`src/rtl/arc_mem_ctrl_pkg.sv`:
```
// Shared types and constants for the ARC memory-side bus controller.
package arc_bus_pkg;

    localparam int unsigned ARC_WORD = 32;
    localparam int unsigned CNT_W    = 16;

    typedef enum logic [1:0] {
        StIdle,
        StWrWait,
        StRdWait,
        StDone
    } arc_state_e;

    function automatic int unsigned to_cyc(input int unsigned clk_freq,
                                           input int unsigned timeout_us);
        return clk_freq / 1000000 * timeout_us;
    endfunction

endpackage

```
`src/rtl/arc_mem_ctrl_if.sv`:
```
// Datapath-side and memory-side bus bundles for arc_mem_ctrl.
interface arc_cpu_if;
    import arc_bus_pkg::*;

    logic                cpu_req;
    logic                cpu_we;
    logic [ARC_WORD-1:0] cpu_addr;
    logic [ARC_WORD-1:0] cpu_wdata;
    logic [ARC_WORD-1:0] cpu_rdata;
    logic                cpu_ready;
    logic                cpu_err;

    modport master (output cpu_req, cpu_we, cpu_addr, cpu_wdata,
                    input  cpu_rdata, cpu_ready, cpu_err);
    modport slave  (input  cpu_req, cpu_we, cpu_addr, cpu_wdata,
                    output cpu_rdata, cpu_ready, cpu_err);
endinterface

interface arc_mem_if;
    import arc_bus_pkg::*;

    logic [ARC_WORD-1:0] mem_addr;
    logic [ARC_WORD-1:0] mem_wdata;
    logic                mem_wr;
    logic                mem_rd;
    logic [ARC_WORD-1:0] mem_rdata;
    logic                w_ack;
    logic                r_ack;

    modport master (output mem_addr, mem_wdata, mem_wr, mem_rd,
                    input  mem_rdata, w_ack, r_ack);
    modport slave  (input  mem_addr, mem_wdata, mem_wr, mem_rd,
                    output mem_rdata, w_ack, r_ack);
endinterface

```
`src/rtl/arc_mem_ctrl_ack_sync.sv`:
```
// Two-flop synchronizer with rising-edge detect for an asynchronous ack level.
module ack_sync (
    input  logic clk,
    input  logic rst,
    input  logic ack_i,
    output logic rise_o
);

    logic sync1_q, sync2_q, prev_q;

    always_ff @(posedge clk or negedge rst) begin
        if (!rst) begin
            sync1_q <= 1'b0;
            sync2_q <= 1'b0;
            prev_q  <= 1'b0;
        end else begin
            sync1_q <= ack_i;
            sync2_q <= sync1_q;
            prev_q  <= sync2_q;
        end
    end

    assign rise_o = sync2_q & ~prev_q;

endmodule

```
`src/rtl/arc_mem_ctrl.sv`:
```
// Single-word load/store bus controller with ack handshake, timeout and alignment check.
module arc_mem_ctrl
    import arc_bus_pkg::*;
#(
    parameter int unsigned clk_freq   = 50000000,
    parameter int unsigned timeout_us = 10
) (
    input  logic      clk,
    input  logic      rst,
    arc_cpu_if.slave  cpu,
    arc_mem_if.master mem
);

    localparam int unsigned TO_CYC = to_cyc(clk_freq, timeout_us);
    localparam logic [CNT_W-1:0] CntLoad = CNT_W'(TO_CYC - 1);

    arc_state_e          state_q, state_d;
    logic [CNT_W-1:0]    cnt_q, cnt_d;
    logic [ARC_WORD-1:0] addr_q, addr_d;
    logic [ARC_WORD-1:0] wdata_q, wdata_d;
    logic [ARC_WORD-1:0] rdata_q, rdata_d;
    logic                err_d;
    logic                ready_q, err_q, wr_q, rd_q;
    logic                w_rise, r_rise;

    ack_sync u_w_sync (.clk(clk), .rst(rst), .ack_i(mem.w_ack), .rise_o(w_rise));
    ack_sync u_r_sync (.clk(clk), .rst(rst), .ack_i(mem.r_ack), .rise_o(r_rise));

    always_comb begin
        state_d = state_q;
        cnt_d   = cnt_q;
        addr_d  = addr_q;
        wdata_d = wdata_q;
        rdata_d = rdata_q;
        err_d   = 1'b0;
        unique case (state_q)
            StIdle: begin
                if (cpu.cpu_req) begin
                    addr_d  = cpu.cpu_addr;
                    wdata_d = cpu.cpu_wdata;
                    if (cpu.cpu_addr[1:0] != 2'b00) begin
                        state_d = StDone;
                        err_d   = 1'b1;
                    end else begin
                        state_d = cpu.cpu_we ? StWrWait : StRdWait;
                        cnt_d   = CntLoad;
                    end
                end
            end
            // Ack edge is checked before the counter so a coincident edge wins.
            StWrWait: begin
                if (w_rise) begin
                    state_d = StDone;
                end else if (cnt_q == '0) begin
                    state_d = StDone;
                    err_d   = 1'b1;
                end else begin
                    cnt_d = cnt_q - 1'b1;
                end
            end
            StRdWait: begin
                if (r_rise) begin
                    state_d = StDone;
                    rdata_d = mem.mem_rdata;
                end else if (cnt_q == '0) begin
                    state_d = StDone;
                    err_d   = 1'b1;
                end else begin
                    cnt_d = cnt_q - 1'b1;
                end
            end
            StDone:  state_d = StIdle;
            default: state_d = StIdle;
        endcase
    end

    always_ff @(posedge clk or negedge rst) begin
        if (!rst) begin
            state_q <= StIdle;
            cnt_q   <= '0;
            addr_q  <= '0;
            wdata_q <= '0;
            rdata_q <= '0;
            ready_q <= 1'b0;
            err_q   <= 1'b0;
            wr_q    <= 1'b0;
            rd_q    <= 1'b0;
        end else begin
            state_q <= state_d;
            cnt_q   <= cnt_d;
            addr_q  <= addr_d;
            wdata_q <= wdata_d;
            rdata_q <= rdata_d;
            ready_q <= (state_d == StDone);
            err_q   <= err_d;
            wr_q    <= (state_d == StWrWait);
            rd_q    <= (state_d == StRdWait);
        end
    end

    assign cpu.cpu_rdata = rdata_q;
    assign cpu.cpu_ready = ready_q;
    assign cpu.cpu_err   = err_q;
    assign mem.mem_addr  = addr_q;
    assign mem.mem_wdata = wdata_q;
    assign mem.mem_wr    = wr_q;
    assign mem.mem_rd    = rd_q;

endmodule

```
`src/flat_wrapper.sv`:
```
// flat-port wrapper written by rule: the top's interface ports become plain ports
module arc_mem_ctrl_flat import arc_bus_pkg::*;
#(
    parameter int unsigned clk_freq   = 50000000,
    parameter int unsigned timeout_us = 10
)
  (clk, rst, cpu_cpu_req, cpu_cpu_we, cpu_cpu_addr, cpu_cpu_wdata, cpu_cpu_rdata, cpu_cpu_ready, cpu_cpu_err, mem_mem_addr, mem_mem_wdata, mem_mem_wr, mem_mem_rd, mem_mem_rdata, mem_w_ack, mem_r_ack);
  arc_cpu_if cpu_i ();
  arc_mem_if mem_i ();
  input  logic clk;
  input  logic rst;
  input wire logic [$bits(cpu_i.cpu_req)-1:0] cpu_cpu_req;
  input wire logic [$bits(cpu_i.cpu_we)-1:0] cpu_cpu_we;
  input wire logic [$bits(cpu_i.cpu_addr)-1:0] cpu_cpu_addr;
  input wire logic [$bits(cpu_i.cpu_wdata)-1:0] cpu_cpu_wdata;
  output wire logic [$bits(cpu_i.cpu_rdata)-1:0] cpu_cpu_rdata;
  output wire logic [$bits(cpu_i.cpu_ready)-1:0] cpu_cpu_ready;
  output wire logic [$bits(cpu_i.cpu_err)-1:0] cpu_cpu_err;
  output wire logic [$bits(mem_i.mem_addr)-1:0] mem_mem_addr;
  output wire logic [$bits(mem_i.mem_wdata)-1:0] mem_mem_wdata;
  output wire logic [$bits(mem_i.mem_wr)-1:0] mem_mem_wr;
  output wire logic [$bits(mem_i.mem_rd)-1:0] mem_mem_rd;
  input wire logic [$bits(mem_i.mem_rdata)-1:0] mem_mem_rdata;
  input wire logic [$bits(mem_i.w_ack)-1:0] mem_w_ack;
  input wire logic [$bits(mem_i.r_ack)-1:0] mem_r_ack;
  assign cpu_i.cpu_req = cpu_cpu_req;
  assign cpu_i.cpu_we = cpu_cpu_we;
  assign cpu_i.cpu_addr = cpu_cpu_addr;
  assign cpu_i.cpu_wdata = cpu_cpu_wdata;
  assign cpu_cpu_rdata = cpu_i.cpu_rdata;
  assign cpu_cpu_ready = cpu_i.cpu_ready;
  assign cpu_cpu_err = cpu_i.cpu_err;
  assign mem_mem_addr = mem_i.mem_addr;
  assign mem_mem_wdata = mem_i.mem_wdata;
  assign mem_mem_wr = mem_i.mem_wr;
  assign mem_mem_rd = mem_i.mem_rd;
  assign mem_i.mem_rdata = mem_mem_rdata;
  assign mem_i.w_ack = mem_w_ack;
  assign mem_i.r_ack = mem_r_ack;
  arc_mem_ctrl #(.clk_freq(clk_freq), .timeout_us(timeout_us)) u_core (.clk(clk), .rst(rst), .cpu(cpu_i), .mem(mem_i));
endmodule
```
`config.mk`:
```
export PLATFORM = sky130hd
export DESIGN_NAME = arc_mem_ctrl_flat
export DESIGN_NICKNAME = d
export VERILOG_FILES = /design/src/rtl/arc_mem_ctrl_pkg.sv /design/src/rtl/arc_mem_ctrl_if.sv /design/src/rtl/arc_mem_ctrl_ack_sync.sv /design/src/rtl/arc_mem_ctrl.sv /design/src/flat_wrapper.sv
export SDC_FILE = /design/constraint.sdc
export NUM_CORES = 1
export LEC_CHECK = 0
export CAP_MARGIN = 10
export CORE_MARGIN = 4
export CORE_UTILIZATION = 35
export DETAILED_ROUTE_END_ITERATION = 8
export PLACE_DENSITY = 0.73
export SYNTH_ARGS = -nofsm -noshare
export SYNTH_HDL_FRONTEND = slang
export SYNTH_SLANG_ARGS = --single-unit
```
`constraint.sdc`:
```
create_clock -name clk -period 6.3 [get_ports clk]
set_input_delay 1.26 -clock clk [delete_from_list [all_inputs] [get_ports clk]]
set_output_delay 1.26 -clock clk [all_outputs]
set_load 0.005 [all_outputs]
```
==> summary.txt, run 1 <==
Status
  – Status: finished clean

Global route
  – First-pass GRT wire length: 21300 um
  – Gr usage total: 16.5%
  – Vias in the first global route: 4199
  – Grt total ovfl: 0
  – Largest net degree at the start of global routing: 69
  – Initial antenna violation count: 0

Floorplanning
  – Core area: 14000 um^2
  – Initial Util: 36.2%
  – Die W: 129 um
  – Cell Rows: 43
  – Die footprint: 16500 um^2
  – Die Ht: 129 um
  – Num ports: 202

Drt
  – DR vias/cell: 4.94
  – Metal3 WL: 1350 um
  – Via count: 3763
  – Number of routed nets with antenna violations: 0
  – Top sig layer: met4
  – Met2 routed WL: 6600 um
  – Routed WL per cell: 17.4 um
  – WL met1: 4960 um
  – DRT Wirelength: 13200 um
  – DRT iter0 DRCs: 206
  – DR pass1 iterations: 4
  – DRC viols: 0

Yosys
  – Post-synth top cells: dfrtp_1, mux2_2, o21ai_0, nor2_1, clkbuf_1
  – Mean Syn Cell Area: 14.0 um^2
  – Post-synth EDFFs: 0
  – Syn_nets: 471
  – Synth top area cells: dfrtp_1, mux2_2, o21ai_0
  – Count leader, synth: dfrtp_1
  – Post-Synthesis Cells: 363
  – Post-synthesis sequential area ratio: 61.0%
  – Yosys top cell area share: 61.0%
  – #FFs+latches synth: 124
  – Yosys warning total: 0
  – Top FF cell, synth: dfrtp_1
  – Post-synth cell types: 47
  – Async SR Flop Fraction: 100%
  – Mapped Area: 5090 um^2
  – Cell taking the most area after synthesis: dfrtp_1

Layout
  – Layout Cells excl Fill: 761
  – Nets: 677
  – Area of the multi-input gates: 1890 um^2
  – Area growth from synthesis to layout: 53.6%
  – Layout cells sized above 1: 23.4%
  – Ant. Diodes: 0
  – Register area: 3100 um^2
  – Fillers: 1163

CTS
  – H-tree Lvls: 4
  – Later-pin clock latency in the skew report: 410 ps
  – Clock slew at reported path FFs: 50 ps
  – Cts bufs inserted: 17
  – Root Buffer: clkbuf_16
  – Hold Buf Count CTS: 0
  – CTS tree: done
  – Post-CTS Setup Bufs: 0
  – Clk buf depth: 2
  – Clk sink count: 124
  – Post-CTS resize count: 0

Timing
  – Final Hold Viols: 0
  – Fmax: 299 MHz
  – Clock skew: 5.71 ps
  – Fin Setup TNS: 0 ps
  – Slew Viols, Final: 0
  – RSZ-0062 raised after global routing: false
  – Tcrit/Tclk final: 53.0%
  – Minimum clock period: 3340 ps
  – Relative slew slack: 42.1%
  – Worst-margin pin slew: 866 ps
  – Final setup fails: 0

Worst setup path
  – Setup CP Type: in -> reg
  – Reg-to-Reg End: u_core.cnt_q[10]$_DFFE_PN0P_
  – CP endpoint: u_core.cnt_q[10]$_DFFE_PN0P_
  – Crit end category: flip-flop
  – Flop2flop setup slack: 3510 ps
  – Worst Setup Start Kind: primary input
  – CP arrival: 3630 ps
  – Crit-path max FO: 12
  – Data required, critical path: 6590 ps
  – Worst Setup SP: cpu_cpu_req
  – Reg-to-Reg Start: u_core.state_q[0]$_DFF_PN0_
  – Worst R2R Path Depth: 7

Min path
  – Worst hold path startpoint: u_core.u_w_sync.sync1_q$_DFF_PN0_
  – Hold Crit Class: reg -> reg

Placement
  – Final GP Congestion: 0.796
  – Placed cells: 730
  – Dpl hpwl: 9790 um
  – IO Port Bufs: 201

Job
  – Maxcap violations: 0

Power and ir drop
  – P_leak: 3.22 nW
  – Pwr Density: 485 nW/um^2
  – Peak VDD IR: 0.264 mV
-- logic make-up (layout without fill, tap and decap cells) --
family | count (synthesis) | count (layout) | share of synthesized area, %
mux | 97 | 97 | 21.4
buf+inv | 24 | 242 | 2.06
simple gates | 57 | 57 | 6.76
flops | 124 | 124 | 61.0
fa+ha+maj | 6 | 6 | 1.47
compound gates | 55 | 55 | 7.30
-- worst min-delay path by stage --
stage                                              endpoint  slack (ps)  cells after the start
after floorplan           u_core.u_r_sync.sync2_q$_DFF_PN0_         330                      0
after global placement    u_core.u_r_sync.sync2_q$_DFF_PN0_         340                      0
after detailed placement  u_core.u_r_sync.sync2_q$_DFF_PN0_         340                      0
after CTS                 u_core.u_r_sync.sync2_q$_DFF_PN0_         360                      0
after global routing      u_core.u_r_sync.sync2_q$_DFF_PN0_         370                      0
final                     u_core.u_w_sync.sync2_q$_DFF_PN0_         350                      0
-- layout make-up --
type,count,share of cell area (%)
clock buffer,25,6.21
timing repair buffer,203,25.9
clock inverter,6,0.800
inverter,8,0.384
tap,180,2.88
multi-input combinational,215,24.1
sequential,124,39.7
-- critical path, stage by stage --
cell	delay, ps
clkdlybuf4s50_1	590
or3b_1	440
a2111o_1	610
nor2_2	250
nand3_1	170
o41ai_1	300
-- registers in the layout, summed over array words and instances, names as in the netlist, 2 cells and up --
signal,count
u_core.mem.mem_addr,32
u_core.cnt_q,16
u_core.state_q,2
u_core.mem.mem_wdata,32
u_core.cpu.cpu_rdata,32
-- power by group --
group	internal, mW	switching, mW
Combinational	0.988	0.566
Clock	0.570	0.328
Sequential	1.15	0.189
Total	2.71	1.08
-- layout by cell type, fill, tap and decap left out, types with 3 or more instances in the layout --
master | netlist | final
a31oi_1 | 7 | 7
dfrtp_1 | 124 | 124
clkinvlp_4 | 0 | 3
nor2_1 | 15 | 15
or4_1 | 4 | 4
clkbuf_16 | 0 | 17
clkdlybuf4s50_1 | 0 | 200
nand2_1 | 5 | 4
mux2_2 | 96 | 96
a21oi_1 | 8 | 8
nor4_1 | 3 | 3
o31ai_1 | 4 | 4
nand3_1 | 5 | 5
o21ai_0 | 17 | 17
inv_1 | 7 | 7
clkbuf_1 | 13 | 5
buf_4 | 0 | 3
clkbuf_8 | 0 | 3
nor3_1 | 6 | 6
ha_1 | 6 | 6
-- layer usage --
metal,track usage [%],vias to the layer above
met5,0,-
met4,7.41,0
met3,7.76,26
met2,26.9,153
met1,18.4,1854
li1,-,1730
-- through the flow --
stage          util, %  area (um^2)  setup WS, ps  hold WS, ps  power [mW]
2_1_floorplan        -         5090          3530          331        2.00
5_1_grt           55.7         7820          2850          365        4.04
4_1_cts           55.7         7820          2990          355        3.85
3_3_place_gp      51.8         7270          2690          339        2.86
3_5_place_dp      51.8         7270          2570          343        2.92
6_report          55.7         7820          2960          353        3.79
Note: power is estimated with default switching activity, not from simulation.
==> inputs of run 2 (changes only) <==
==> constraint.sdc (replaced) <==
create_clock -name clk -period 3.2 [get_ports clk]
set_input_delay 0.64 -clock clk [delete_from_list [all_inputs] [get_ports clk]]
set_output_delay 0.64 -clock clk [all_outputs]
set_load 0.005 [all_outputs]
==> run 2 against run 1 <==
Sequential power grew 97%. Clock skew grew 2.2 ps. Core utilization grew 0.86 points. Largest power group unchanged. Design area grew 1.6%. Clock power grew 120%. Critical endpoint is now u_core.cnt_q[3]$_DFFE_PN0P_. Critical path type is now reg -> reg. Worst setup slack lost 2300 ps.
==> summary.txt, run 2 (synthesis gave the netlist of run 1 again) <==
Global route
  – Met3 Use GR: 8.18% (was 7.76%)
  – GRT busiest layer: met2 (unchanged)
  – Met1 Use GR: 19.3% (was 18.4%)
  – Vias in the first global route: 4153 (was 4199)
  – GR Util met2: 27.5% (was 26.9%)
  – Grt total ovfl: 0 (unchanged)
  – Largest net degree at the start of global routing: 91 (was 69)
  – Initial antenna violation count: 0 (unchanged)
  – Gr usage total: 16.8% (was 16.5%)
  – First-pass GRT wire length: 21700 um (was 21300 um)

Timing
  – Relative slew slack: 64.7% (was 42.1%)
  – Fmax: 388 MHz
  – Minimum clock period: 2580 ps
  – Final setup fails: 0 (unchanged)
  – Setup ws final: 625 ps (was 2960 ps)
  – Slew Viols, Final: 0 (unchanged)
  – Fin Hold WS: 173 ps (was 353 ps)
  – Worst-margin pin slew: 529 ps (was 866 ps)
  – Final Hold Viols: 0 (unchanged)
  – Clock skew: 7.93 ps (was 5.71 ps)
  – Fin Setup TNS: 0 ps (unchanged)
  – RSZ-0062 raised after global routing: false (unchanged)
  – Tcrit/Tclk final: 80.5%

Worst setup path
  – CP delay by family, top: simple AND/OR/NAND/NOR gates (was compound AO/OA/AOI/OAI gates)
  – Crit path max-delay cell type: ha_1 (was a2111o_1)
  – Setup CP Type: reg -> reg (was in -> reg)
  – Data required, critical path: 3490 ps (was 6590 ps)
  – CP bufs+invs: 1 (unchanged)
  – Reg-to-Reg End: u_core.cnt_q[3]$_DFFE_PN0P_ (was u_core.cnt_q[10]$_DFFE_PN0P_)
  – Worst R2R Path Depth: 7 (unchanged)
  – Worst Setup SP: u_core.state_q[0]$_DFF_PN0_ (was cpu_cpu_req)
  – Flop2flop setup slack: 620 ps (was 3510 ps)
  – Crit-path max FO: 11 (was 12)
  – Worst path cell trace: inv_1, ha_1, or4bb_1, nor4_4, nand2b_4, o21ai_2, a22o_1 (was clkdlybuf4s50_1, or3b_1, a2111o_1, nor2_2, nand3_1, o41ai_1)
  – Reg-to-Reg Start: u_core.state_q[0]$_DFF_PN0_ (unchanged)
  – Worst Setup Start Kind: flip-flop (was primary input)
  – CP arrival: 2870 ps (was 3630 ps)
  – Worst path max stage delay: 520 ps (was 610 ps)
  – Crit end category: flip-flop (unchanged)

Placement
  – DP Worst Slack: 317 ps (was 2570 ps)
  – Placed Area: 7330 um^2 (was 7270 um^2)
  – Final GP Congestion: 0.813 (was 0.796)
  – Dpl hpwl: 9660 um (was 9790 um)
  – IO Port Bufs: 201 (unchanged)

CTS
  – Clk sink count: 124 (unchanged)
  – Cts bufs inserted: 17 (unchanged)
  – Clk buf depth: 2 (unchanged)
  – Later-pin clock latency in the skew report: 410 ps (about the same)
  – CTS tree: done (unchanged)
  – H-tree Lvls: 4 (unchanged)
  – Root Buffer: clkbuf_16 (unchanged)
  – Hold Buf Count CTS: 0 (unchanged)
  – Post-CTS resize count: 0 (unchanged)
  – Post-CTS Setup Bufs: 0 (unchanged)
  – Clock slew at reported path FFs: 50 ps (about the same)

Layout
  – Nets: 682 (was 677)
  – Area of the multi-input gates: 1890 um^2 (unchanged)
  – Area growth from synthesis to layout: 55.9% (was 53.6%)
  – Design Area, Final: 7940 um^2 (was 7820 um^2)
  – Most frequent cells in the layout: clkdlybuf4s50_1, dfrtp_1, mux2_2 (unchanged)
  – Layout cells sized above 1: 24.2% (was 23.4%)
  – Fillers: 1136 (was 1163)
  – Ant. Diodes: 0 (unchanged)
  – Register area: 3100 um^2 (unchanged)
  – Commonest non-fill, non-tap cell in the layout: clkdlybuf4s50_1 (unchanged)

Min path
  – Hold Crit Class: in -> async (was reg -> reg)

Drt
  – DR vias/cell: 4.93 (was 4.94)
  – DR pass1 iterations: 4 (unchanged)
  – DRT Wirelength: 13500 um (was 13200 um)
  – DRC viols: 0 (unchanged)
  – Number of routed nets with antenna violations: 0 (unchanged)
  – Via count: 3778 (was 3763)
  – Routed WL per cell: 17.5 um (was 17.4 um)
  – DRT iter0 DRCs: 184 (was 206)

Job
  – Maxcap violations: 0 (unchanged)

Floorplanning
  – Cell Rows: 43 (unchanged)
  – Core area: 14000 um^2 (unchanged)
  – Die footprint: 16500 um^2 (unchanged)
  – Initial Util: 36.2% (unchanged)
  – Die Ht: 129 um (unchanged)
  – Num ports: 202 (unchanged)
  – Die W: 129 um (unchanged)

Power and ir drop
  – Pwr Density: 970 nW/um^2 (was 485 nW/um^2)
  – P_leak: 3.29 nW (was 3.22 nW)
  – Pwr Total: 7.70 mW (was 3.79 mW)
  – Peak VDD IR: 0.430 mV (was 0.264 mV)

Status
  – Status: finished clean (unchanged)
[run 2: layer usage]
layer  up-vias  share of wire, %
li1       1747                 -
met1      1855                38
met2       156                51
met3        20               9.9
met4         0               1.6
met5         -                 0
[run 2: area by class of cell]
cell class | count | share of cell area (%)
Multi-Input combinational cell | 215 | 23.8
Inverter | 8 | 0.378
Clock inverter | 6 | 1.36
Tap cell | 180 | 2.84
Timing Repair Buffer | 208 | 26.3
Clock buffer | 26 | 6.29
Sequential cell | 124 | 39.1
[run 2: metrics by stage]
step           instances  util [%]
2_1_floorplan        363         -
3_3_place_gp         735      52.2
3_5_place_dp         735      52.2
4_1_cts              767      56.5
5_1_grt              767      56.5
6_report             767      56.5
[run 2: worst max path at each step]
stage / endpoint / slack [ps] / cells past startpoint
after floorplan: u_core.cnt_q[10]$_DFFE_PN0P_ / 1050 / 5
after global placement: u_core.cnt_q[10]$_DFFE_PN0P_ / 360 / 6
after detailed placement: u_core.cnt_q[10]$_DFFE_PN0P_ / 320 / 6
after CTS: u_core.cnt_q[3]$_DFFE_PN0P_ / 660 / 7
after global routing: u_core.cnt_q[7]$_DFFE_PN0P_ / 520 / 7
final: u_core.cnt_q[3]$_DFFE_PN0P_ / 620 / 7
[run 2: report_power, final]
group	switching [mW]	internal (mW)
clock network	0.658	1.31
logic	1.12	1.98
registers	0.375	2.26
total	2.16	5.55
==> inputs of run 3 (changes only) <==
--- a/config.mk
+++ b/config.mk
@@ -9,7 +9,7 @@
 export CORE_MARGIN = 4
 export CORE_UTILIZATION = 35
 export DETAILED_ROUTE_END_ITERATION = 8
-export PLACE_DENSITY = 0.73
+export PLACE_DENSITY = 0.75
 export SYNTH_ARGS = -nofsm -noshare
 export SYNTH_HDL_FRONTEND = slang
 export SYNTH_SLANG_ARGS = --single-unit
==> constraint.sdc (replaced) <==
create_clock -name clk -period 2.1 [get_ports clk]
set_input_delay 0.42 -clock clk [delete_from_list [all_inputs] [get_ports clk]]
set_output_delay 0.42 -clock clk [all_outputs]
set_load 0.005 [all_outputs]
==> run 3 against run 2 <==
Clock skew up 0.87 ps. Global-route usage down 0.45 points. Via count up 3.0%. Fmax up 24%.
==> summary.txt, run 3 (synthesis gave the netlist of run 1 again) <==
Layout
  – Commonest non-fill, non-tap cell in the layout: clkdlybuf4s50_1 (unchanged)
  – Area of the multi-input gates: 1990 um^2 (was 1890 um^2)
  – Area growth from synthesis to layout: 63.4% (was 55.9%)
  – Register area: 3100 um^2 (about the same)
  – Design Area, Final: 8320 um^2 (was 7940 um^2)
  – Nets: 712 (was 682)
  – Layout cells sized above 1: 31.6% (was 24.2%)
  – Ant. Diodes: 0 (unchanged)
  – Most frequent cells in the layout: clkdlybuf4s50_1, dfrtp_1, mux2_2 (unchanged)
  – Fillers: 1128 (was 1136)

Placement
  – IO Port Bufs: 201 (unchanged)
  – DP Worst Slack: -446 ps (was 317 ps)
  – Placed Area: 7500 um^2 (was 7330 um^2)
  – Dpl hpwl: 10100 um (was 9660 um)
  – Final GP Congestion: 0.860 (was 0.813)

Worst setup path
  – CP arrival: 2350 ps (was 2870 ps)
  – CP delay by family, top: compound AO/OA/AOI/OAI gates (was simple AND/OR/NAND/NOR gates)
  – CP bufs+invs: 3 (was 1)
  – Crit-path max FO: 3 (was 11)
  – Crit path max-delay cell type: a2111o_1 (was ha_1)
  – Setup CP Type: reg -> reg (unchanged)
  – Worst path cell trace: inv_2, ha_4, and3b_2, a2111o_1, buf_4, buf_4, nor4_2, a311oi_1 (was inv_1, ha_1, or4bb_1, nor4_4, nand2b_4, o21ai_2, a22o_1)
  – Crit end category: flip-flop (unchanged)
  – Worst path max stage delay: 460 ps (was 520 ps)
  – Cell repeated most along the worst path: buf_4
  – Data required, critical path: 2370 ps (was 3490 ps)
  – Worst Setup Start Kind: flip-flop (unchanged)

CTS
  – Clock slew at reported path FFs: 50 ps (about the same)
  – Clk sink count: 124 (unchanged)
  – H-tree Lvls: 4 (unchanged)
  – Root Buffer: clkbuf_16 (unchanged)
  – Clk buf depth: 2 (unchanged)
  – Cts bufs inserted: 17 (unchanged)
  – Hold Buf Count CTS: 0 (unchanged)
  – CTS tree: done (unchanged)
  – Later-pin clock latency in the skew report: 410 ps (about the same)

Power and ir drop
  – Peak VDD IR: 0.883 mV (was 0.430 mV)
  – P_leak: 3.47 nW (was 3.29 nW)
  – Pwr Density: 1480 nW/um^2 (was 970 nW/um^2)
  – Pwr Total: 12.3 mW (was 7.70 mW)

Drt
  – DR vias/cell: 4.88 (was 4.93)
  – DRT iter0 DRCs: 145 (was 184)
  – Via count: 3893 (was 3778)
  – DR pass1 iterations: 4 (unchanged)
  – DRC viols: 0 (unchanged)
  – DRT Wirelength: 13600 um (was 13500 um)
  – Routed WL per cell: 17.1 um (was 17.5 um)
  – Number of routed nets with antenna violations: 0 (unchanged)

Timing
  – Minimum clock period: 2080 ps (was 2580 ps)
  – Slew Viols, Final: 0 (unchanged)
  – Fmax: 480 MHz (was 388 MHz)
  – Relative slew slack: 72.4% (was 64.7%)
  – Setup ws final: 15.2 ps (was 625 ps)
  – Worst-margin pin slew: 411 ps (was 529 ps)
  – Clock skew: 8.80 ps (was 7.93 ps)
  – Tcrit/Tclk final: 99.3% (was 80.5%)
  – Final Hold Viols: 0 (unchanged)
  – RSZ-0062 raised after global routing: true (was false)
  – Final setup fails: 0 (unchanged)

Floorplanning
  – Num ports: 202 (unchanged)
  – Core area: 14000 um^2 (unchanged)
  – Cell Rows: 43 (unchanged)
  – Die Ht: 129 um (unchanged)
  – Initial Util: 36.2% (unchanged)
  – Die W: 129 um (unchanged)
  – Die footprint: 16500 um^2 (unchanged)

Status
  – Status: finished clean (unchanged)

Global route
  – First-pass GRT wire length: 21200 um (was 21700 um)
  – Grt total ovfl: 0 (unchanged)
  – Largest net degree at the start of global routing: 70 (was 91)
  – Initial antenna violation count: 0 (unchanged)
  – Vias in the first global route: 4231 (was 4153)
  – Gr usage total: 16.4% (was 16.8%)

Job
  – Maxcap violations: 0 (unchanged)

Min path
  – Hold Crit Class: in -> async (unchanged)
## run 3: path summary, 6_finish.rpt
path / startpoint / slack, ps / cells after the start / to
setup / recovery: u_core.state_q[1]$_DFF_PN0_ / 20 / 8 / u_core.cnt_q[5]$_DFFE_PN0P_
hold / removal: rst / 6 / 2 / u_core.cpu.cpu_rdata[23]$_DFFE_PN0P_
setup reg to reg: u_core.state_q[1]$_DFF_PN0_ / 20 / 8 / u_core.cnt_q[5]$_DFFE_PN0P_
hold reg to reg: u_core.u_r_sync.sync1_q$_DFF_PN0_ / 350 / 0 / u_core.u_r_sync.sync2_q$_DFF_PN0_
max in group asynchronous: rst / 1740 / 2 / u_core.mem.mem_wdata[7]$_DFFE_PN0P_
min in group clk: u_core.u_r_sync.sync1_q$_DFF_PN0_ / 350 / 0 / u_core.u_r_sync.sync2_q$_DFF_PN0_
## run 3: stage by stage
stage                     hold WS (ps)  util [%]  setup TNS, ps  instances
final                             5.84      59.2              0        797
after global routing              22.2      59.2          -77.3        797
after CTS                         8.05      58.1          -24.0        789
after detailed placement           341      53.4          -5440        756
after global placement             341      53.4          -4670        756
after floorplan                    124         -              0        363
## run 3: metal layers
metal / GRT usage, % / part of all wire, %
met3: 7.68 / 9.4
met5: 0 / 0
met4: 6.98 / 2.3
met2: 27.6 / 52
met1: 17.8 / 36
## run 3: final cells by class
class                      instances  share of cell area, %
clock buffer                      22                   5.70
clock inverter                    10                   1.94
inverter                           8                  0.391
multi-input combinational        215                   23.9
sequential                       124                   37.3
tap                              180                   2.71
timing repair buffer             238                   28.0
## run 3: timing repair
item                                    CTS  global route
pin swaps                                 1            12
endpoints found under the setup margin   10            15
buffers inserted                          1             8
gates resized for setup                   2            32
## run 3: where the power goes
part	switching (mW)	internal [mW]	total, mW
Clock	1.03	2.08	3.11
Combinational	1.85	3.32	5.17
Sequential	0.569	3.45	4.02
Total	3.45	8.85	12.3
